==> config.mk <==
export PLATFORM = sky130hd
export DESIGN_NAME = alu_result_serializer_flat
export DESIGN_NICKNAME = d
export VERILOG_FILES = /design/src/rtl/alu_result_serializer_if.sv /design/src/rtl/alu_result_serializer.sv /design/src/flat_wrapper.sv
export SDC_FILE = /design/constraint.sdc
export NUM_CORES = 1
export LEC_CHECK = 0
export CORE_MARGIN = 2
export CORE_UTILIZATION = 43
export CTS_BUF_LIST = sky130_fd_sc_hd__clkbuf_2
export CTS_CLUSTER_SIZE = 16
export DETAILED_ROUTE_END_ITERATION = 10
export PLACE_DENSITY = 0.73
export SLEW_MARGIN = 0
export SYNTH_ARGS = -nofsm -noshare
export SYNTH_HDL_FRONTEND = slang
export SYNTH_SLANG_ARGS = --single-unit
==> constraint.sdc <==
create_clock -name clk -period 2.5 [get_ports clk]
set_clock_uncertainty 0.1 [all_clocks]
set_input_delay 0.625 -clock clk [delete_from_list [all_inputs] [get_ports clk]]
set_output_delay 0.625 -clock clk [all_outputs]
set_load 0.03 [all_outputs]
==> src/rtl/alu_result_serializer_if.sv <==
// Operand-in and result-out handshake bundle for alu_result_serializer.
// slave is the serializer's view; master is the source/consumer side.
interface alu_result_serializer_if;
    logic       in_valid;
    logic       in_ready;
    logic [3:0] in_a;
    logic [3:0] in_b;
    logic       out_valid;
    logic       out_ready;
    logic [3:0] out_op;
    logic [7:0] out_data;
    logic       out_last;
    logic       out_div0;

    modport master (
        output in_valid, in_a, in_b, out_ready,
        input  in_ready, out_valid, out_op, out_data, out_last, out_div0
    );

    modport slave (
        input  in_valid, in_a, in_b, out_ready,
        output in_ready, out_valid, out_op, out_data, out_last, out_div0
    );
endinterface

==> src/rtl/alu_result_serializer.sv <==
// Registers an operand pair onto the external 4-bit ALU, snapshots its nine
// results, then streams them out one opcode-tagged beat per handshake.
module alu_result_serializer #(
    parameter logic [7:0] DIV0_VALUE = 8'hFF
) (
    input  logic                       clk,
    input  logic                       rst_n,
    alu_result_serializer_if.slave     bus,
    output logic [3:0]                 alu_a,
    output logic [3:0]                 alu_b,
    input  logic [7:0]                 alu_sum,
    input  logic [7:0]                 alu_diff,
    input  logic [7:0]                 alu_product,
    input  logic [7:0]                 alu_quotient,
    input  logic [3:0]                 alu_and,
    input  logic [3:0]                 alu_or,
    input  logic [3:0]                 alu_xor,
    input  logic [3:0]                 alu_not_a,
    input  logic [3:0]                 alu_not_b,
    output logic                       busy
);

    typedef enum logic [1:0] {
        IDLE,
        LOAD,
        EMIT
    } state_t;

    state_t     state;
    state_t     state_nxt;
    logic [3:0] idx;
    logic [3:0] idx_nxt;
    logic [7:0] snap [9];
    logic       div0;
    logic       load_ops;
    logic       capture;

    always_ff @(posedge clk or negedge rst_n) begin
        if (!rst_n) begin
            state <= IDLE;
            idx   <= '0;
        end else begin
            state <= state_nxt;
            idx   <= idx_nxt;
        end
    end

    always_ff @(posedge clk or negedge rst_n) begin
        if (!rst_n) begin
            alu_a <= '0;
            alu_b <= '0;
        end else if (load_ops) begin
            alu_a <= bus.in_a;
            alu_b <= bus.in_b;
        end
    end

    // The divide-by-zero substitution is folded in at capture time so the
    // emit path is a plain table lookup.
    always_ff @(posedge clk or negedge rst_n) begin
        if (!rst_n) begin
            for (int unsigned i = 0; i < 9; i++) begin
                snap[i] <= '0;
            end
            div0 <= 1'b0;
        end else if (capture) begin
            snap[0] <= alu_sum;
            snap[1] <= alu_diff;
            snap[2] <= alu_product;
            snap[3] <= (alu_b == '0) ? DIV0_VALUE : alu_quotient;
            snap[4] <= {4'h0, alu_and};
            snap[5] <= {4'h0, alu_or};
            snap[6] <= {4'h0, alu_xor};
            snap[7] <= {4'h0, alu_not_a};
            snap[8] <= {4'h0, alu_not_b};
            div0    <= (alu_b == '0);
        end
    end

    always_comb begin
        state_nxt    = state;
        idx_nxt      = idx;
        load_ops     = 1'b0;
        capture      = 1'b0;
        bus.in_ready = 1'b0;
        bus.out_valid = 1'b0;
        bus.out_op   = '0;
        bus.out_data = '0;
        bus.out_last = 1'b0;
        bus.out_div0 = 1'b0;
        busy         = (state != IDLE);

        case (state)
            IDLE: begin
                bus.in_ready = 1'b1;
                if (bus.in_valid) begin
                    load_ops  = 1'b1;
                    state_nxt = LOAD;
                end
            end
            LOAD: begin
                capture   = 1'b1;
                idx_nxt   = '0;
                state_nxt = EMIT;
            end
            EMIT: begin
                bus.out_valid = 1'b1;
                bus.out_op    = idx;
                bus.out_data  = (idx <= 4'd8) ? snap[idx] : '0;
                bus.out_last  = (idx == 4'd8);
                bus.out_div0  = (idx == 4'd3) && div0;
                if (bus.out_ready) begin
                    if (idx == 4'd8) begin
                        state_nxt = IDLE;
                    end else begin
                        idx_nxt = idx + 4'd1;
                    end
                end
            end
            default: begin
                state_nxt = IDLE;
            end
        endcase
    end

endmodule

==> src/flat_wrapper.sv <==
// flat-port wrapper written by rule: the top's interface ports become plain ports
module alu_result_serializer_flat 
#(
    parameter logic [7:0] DIV0_VALUE = 8'hFF
)
  (clk, rst_n, alu_a, alu_b, alu_sum, alu_diff, alu_product, alu_quotient, alu_and, alu_or, alu_xor, alu_not_a, alu_not_b, busy, bus_in_valid, bus_in_a, bus_in_b, bus_out_ready, bus_in_ready, bus_out_valid, bus_out_op, bus_out_data, bus_out_last, bus_out_div0);
  alu_result_serializer_if bus_i ();
  input  logic clk;
  input  logic rst_n;
  output logic [3:0] alu_a;
  output logic [3:0] alu_b;
  input  logic [7:0] alu_sum;
  input  logic [7:0] alu_diff;
  input  logic [7:0] alu_product;
  input  logic [7:0] alu_quotient;
  input  logic [3:0] alu_and;
  input  logic [3:0] alu_or;
  input  logic [3:0] alu_xor;
  input  logic [3:0] alu_not_a;
  input  logic [3:0] alu_not_b;
  output logic busy;
  input wire logic [$bits(bus_i.in_valid)-1:0] bus_in_valid;
  input wire logic [$bits(bus_i.in_a)-1:0] bus_in_a;
  input wire logic [$bits(bus_i.in_b)-1:0] bus_in_b;
  input wire logic [$bits(bus_i.out_ready)-1:0] bus_out_ready;
  output wire logic [$bits(bus_i.in_ready)-1:0] bus_in_ready;
  output wire logic [$bits(bus_i.out_valid)-1:0] bus_out_valid;
  output wire logic [$bits(bus_i.out_op)-1:0] bus_out_op;
  output wire logic [$bits(bus_i.out_data)-1:0] bus_out_data;
  output wire logic [$bits(bus_i.out_last)-1:0] bus_out_last;
  output wire logic [$bits(bus_i.out_div0)-1:0] bus_out_div0;
  assign bus_i.in_valid = bus_in_valid;
  assign bus_i.in_a = bus_in_a;
  assign bus_i.in_b = bus_in_b;
  assign bus_i.out_ready = bus_out_ready;
  assign bus_in_ready = bus_i.in_ready;
  assign bus_out_valid = bus_i.out_valid;
  assign bus_out_op = bus_i.out_op;
  assign bus_out_data = bus_i.out_data;
  assign bus_out_last = bus_i.out_last;
  assign bus_out_div0 = bus_i.out_div0;
  alu_result_serializer #(.DIV0_VALUE(DIV0_VALUE)) u_core (.clk(clk), .rst_n(rst_n), .bus(bus_i), .alu_a(alu_a), .alu_b(alu_b), .alu_sum(alu_sum), .alu_diff(alu_diff), .alu_product(alu_product), .alu_quotient(alu_quotient), .alu_and(alu_and), .alu_or(alu_or), .alu_xor(alu_xor), .alu_not_a(alu_not_a), .alu_not_b(alu_not_b), .busy(busy));
endmodule
==> results.txt <==
Failing checks: negative setup slack
Post-DP HPWL: 5020 µm
PwrDens: 1220 nW/µm²
DR iter-0 viols: 141
#FFs+latches synth: 67
RSZ-0062 raised after global routing: true
DRC Markers: 0
# IOs: 89
Clk buf depth: 2
Clk Latency, worst-skew pair: 0.50 ns
Max-slew violations: 0
DRT Wirelength: 7270 µm
Fin crit share: 1.13
Hold Crit Class: reg2reg
Clk root buf: clkbuf_2
Final Setup Violations: 10
Max-cap violations: 0
Setup slack after layout: -0.335 ns
LEAKAGE: 1.82 nW
Syn Nets: 285
Pre-CTS WS: -0.0673 ns
Setup crit end kind: primary output
Post-synthesis sequential area ratio: 0.531
Initial antenna violation count: 0
Synth Cell Area: 3160 µm²
Area growth syn-to-layout: 42.3%
Final RePlAce weighted congestion: 0.896
Number of diodes: 0
H-tree depth: 3
Area contributors post-synth: dfrtp_1, mux2_2, mux4_1
Largest net degree at the start of global routing: 68
Worst EP arrival: 2.11 ns
Port Buffers: 88
Syn Area/Cell: 14.4 µm²
Largest area contributor in the netlist: dfrtp_1
Gr usage total: 0.190
Startpoint Class: flip-flop
Post-layout util: 0.626
Fillers: 564
Req. time, crit path: 1.77 ns
CTS clock-pin slew for the worst setup and hold paths: 0.17 ns
Achievable Freq: 353 MHz
Post-synth top area share: 0.531
Post-Synthesis Cells: 219
Die height: 89.7 µm
Worst vdd ir: 0.597 mV
Worst slew margin: 0.556
Routed via count: 2245
Total global routing overflow: 0
Per-cell routed wire length: 16.9 µm
Crit path time final: 2.84 ns
ANT nets after route: 0
Commonest non-fill, non-tap cell in the layout: clkdlybuf4s50_1
First-pass GRT wire length: 11300 µm
Setup CP Type: reg2out
Final Hold Viols: 0
DRT Pass-1 Iters: 4
Effective utilization at floorplan: 0.440
Worst Max-Slew Pin Slew: 0.664 ns
Commonest non-fill, non-tap cells in the layout: clkdlybuf4s50_1, dfrtp_1, mux2_2, buf_4, buf_6
DR vias/cell: 5.22
Vias in the first global route: 2312
Die width: 89.7 µm
Syn. warnings: 0
CTS tree: built
Sink Count: 67
CTS Buf Count: 9
Ratio of cells with drive above 1 in the final layout: 0.426
Netlist cell types: 33
Max Fanout on Critical Path: 9
Status: complete, but fails checks
Final #Nets: 392
Rows: 31
Power, Total: 5.49 mW
Core area: 7180 µm²
Die ar.: 8040 µm²
## registers in the layout (all words and copies together), names as in the netlist
name / cells
u_core.div0: 1
u_core.snap: 52
u_core.alu_b: 4
u_core.alu_a: 4
u_core.state: 2
u_core.idx: 4
## per-layer routing
layer	share of wire	GRT usage	vias up
li1	-	-	1036
met1	0.42	0.247	1119
met2	0.50	0.299	76
met3	0.061	0.0512	14
met4	0.023	0.0882	0
met5	0	0	-
## critical path, cell delays in order (launching register included)
cell     delay, ns
dfrtp_1       0.40
buf_4         0.16
buf_6         0.17
mux2_2        0.36
a32oi_2       0.27
a31oi_4       0.11
buf_6         0.15
## cells by family after synthesis
kind of cell / share of synthesized area
AO/OA/AOI/OAI: 0.0670
adder cells (fa/ha/maj): 0.00793
buffers and inverters: 0.0396
flip-flops: 0.531
multiplexers: 0.284
AND/OR/NAND/NOR: 0.0702
## final cells by class
class / count / area [µm²] / share of cell area
clock buffers: 9 / 45.0 / 0.0100
multi-input cells: 132 / 1450 / 0.322
repair buffers: 111 / 1130 / 0.253
well taps: 99 / 124 / 0.0276
flip-flops and latches: 67 / 1680 / 0.374
clock inverters: 7 / 45.0 / 0.0100
inverters: 5 / 18.8 / 0.00418
## cells in the mapped netlist (all sizes together)
cell    instances
dfrtp          67
mux2           61
buf            14
mux4            8
o22a            8
and2            6
and3            6
nand3           6
inv             5
nand2           5
a31oi           4
a32oi           4
nor2            3
nor2b           3
a21o            2
a21oi           2
ha              2
a31o            1
and2b           1
and3b           1
and4            1
clkbuf          1
nand3b          1
nand4           1
nor3            1
nor4b           1
o21a            1
o21ai           1
o31ai           1
o41ai           1
## repair_timing
item | CTS | global route
hold buffers | 1 | 0
gates cloned | 0 | 1
pin swaps | 4 | 5
hold endpoints to repair | 32 | 0
buffers inserted | 5 | 3
gates resized for setup | 46 | 29
endpoints found under the setup margin | 12 | 11
## worst paths after layout
check | slack [ns] | end | depth (start not counted) | from
max | -0.34 | bus_out_data[0] | 6 | u_core.idx[1]
min | 0.43 | u_core.snap[8] | 1 | u_core.snap[8]
max reg2reg | 0.74 | u_core.snap[18] | 4 | u_core.state[1]
min reg2reg | 0.43 | u_core.snap[8] | 1 | u_core.snap[8]
max in group asynchronous | 1.45 | u_core.snap[53] | 3 | rst_n
min in group asynchronous | 0.53 | u_core.snap[68] | 3 | rst_n
## power breakdown
| part | total (mW) | leakage (nW) | internal [mW] | switching [mW] |
|---|---|---|---|---|
| logic | 3.02 | 0.976 | 1.67 | 1.34 |
| registers | 1.95 | 0.789 | 1.62 | 0.332 |
| clock network | 0.522 | 0.0513 | 0.124 | 0.398 |
| total | 5.49 | 1.82 | 3.42 | 2.07 |
## stage by stage
stage,hold slack (ns),area [µm²],setup TNS [ns],std cells
after floorplan,0.229,3160,0,219
after global placement,0.365,4160,-0.0882,405
after detailed placement,0.376,4160,-0.179,405
after CTS,0.416,4360,-2.45,427
after global routing,0.445,4490,-3.05,430
final,0.426,4490,-2.16,430
Note: power is estimated with default switching activity, not from simulation.
==> RTL edit: new RTL, same settings <==
The 3 states of `state_t` get a one-hot encoding in 3 bits.
--- a/src/rtl/alu_result_serializer.sv
+++ b/src/rtl/alu_result_serializer.sv
@@ -22,6 +22,6 @@
 
-    typedef enum logic [1:0] {
-        IDLE,
-        LOAD,
-        EMIT
+    typedef enum logic [2:0] {
+        IDLE = 3'b001,
+        LOAD = 3'b010,
+        EMIT = 3'b100
     } state_t;
Check against the original RTL: same outputs for any inputs over 10 cycles, from zero or initial values and one cycle with rst_n low; not proved beyond that.
==> RTL edit against the original RTL <==
- the run still ends with setup timing left
- worst setup slack worse by 0.033 ns
- area after synthesis up 2.1%
- sequential cell count up 1
- wire length up 16%
- total power down 8.8%
- die area up 2.0%
- final area up 2.2%
- worst hold slack worse by 0.031 ns
- critical endpoint is now bus_out_data[2]
- highest routed layer unchanged
==> RTL edit: results <==
set metrics [dict create \
    status "finished, violations left" \
    violations "setup timing" \
    wl_met3_um 348 \
    worstReg2RegStart "u_core.state[2]$_DFFE_PN0P_" \
    wl_met2_um 4410 \
    fin_setup_tns_ns -2.38 \
    cpPeakStageDelay_ns 0.47 \
    whs_path_depth 2 \
    use_met2_pct 37.2 \
    timing.final.ws_setup_ns -0.369 \
    path_clk_slew_ns 0.20 \
    reg2reg_setup_slack_ns 0.65 \
    nets 500 \
    critical_path.endpoint "bus_out_data[2]" \
    drive_above_1_share_pct 23.3 \
    hold_path.class "flip-flop to flip-flop" \
    leakagePower_nw 2.17 \
    ys_top_cells_by_count "138 x nand2_1, 67 x dfrtp_1, 17 x mux2_2" \
    grt_pass1_vias 2838 \
    grt.total_usage_pct 21.4 \
    ys_types 48 \
    worstPathArrival_ns 2.14 \
    worst_r2r_path_depth 6 \
    relSlewSlack_pct 60.0 \
    rr_endpoint "u_core.snap[8]$_DFFE_PN0P_" \
    worstHoldStart "u_core.snap[18]$_DFFE_PN0P_" \
    startpoint "u_core.idx[0]$_DFFE_PN0P_" \
    slowest_stage "dfrtp_2" \
    cp_max_fo 5 \
    clk_latency_ns 0.51 \
    place_area_um2 4250 \
    use_met3_pct 3.84 \
    dp_slack_ns -0.110 \
    syn_nets 391 \
    grt_pass1_wl_um 13800 \
    yosys-top-cells-area "dfrtp_1 52%, nand2_1 16%, mux2_2 5.9%" \
    irDropWorstVdd_mv 0.366 \
    wl_met1_um 3530 \
    whs_ns 0.395 \
    htree_levels 3 \
    post-place-cells 510 \
    drt_wl_total_um 8450 \
    ys_seq_area_share_pct 52.8 \
    grt_max_degree 37 \
    cp_top_family "flip-flops" \
    post-dp-hpwl_um 5720 \
    place_congestion 0.883 \
    final-setup-viol-count 8 \
    hold_end "u_core.snap[18]$_DFFE_PN0P_" \
    via_per_inst 5.07 \
    synthArstFlopShare_pct 100 \
    grt_util_met1_pct 25.8 \
]
RTL edit: changes by cell type in the layout (fill, tap and decap cells not counted), moves of 5 or more:
cell	delta
and2_1	-5
buf_4	+6
clkbuf_2	+5
mux2_2	-47
mux4_2	-6
nand2_1	+133
nand3_1	-5
RTL edit: repair_timing:
item | CTS | global route
gates cloned | 1 | 0
hold buffers | 1 | 0
gates resized for setup | 39 | 28
pin swaps | 5 | 5
setup endpoints to repair | 12 | 11
endpoints found under the hold margin | 17 | 0
setup buffers | 6 | 4
RTL edit: cell families (layout without fill, tap and decap cells):
group | Yosys count | count (layout) | share of synthesized area [%]
AND/OR/NAND/NOR | 172 | 172 | 22.9
flip-flops | 68 | 68 | 52.8
AO/OA/AOI/OAI | 31 | 31 | 7.65
buffers and inverters | 25 | 138 | 4.11
adder cells (fa/ha/maj) | 2 | 2 | 0.776
multiplexers | 26 | 26 | 11.4
XOR/XNOR | 1 | 1 | 0.272
RTL edit: worst register-to-register path, stage by stage (launching register included):
cell and delay, ns:
dfrtp_1 0.41, buf_4 0.16, nand2b_1 0.20, or2_1 0.46, buf_12 0.27, nand2_1 0.09
nand2_1 0.06
RTL edit: area by class of cell:
cell class | instances | area, um^2
Multi-Input combinational cell | 232 | 1470
Inverter | 5 | 25.0
Clock buffer | 13 | 65.1
Fill cell | 621 | 2660
Timing Repair Buffer | 118 | 1130
Tap cell | 99 | 124
Clock inverter | 2 | 60.1
Sequential cell | 68 | 1710
RTL edit: report_power, final:
group / switching [mW] / internal [mW] / leakage (nW)
logic: 1.17 / 1.14 / 1.27
clock network: 0.381 / 0.344 / 0.0823
registers: 0.330 / 1.63 / 0.819
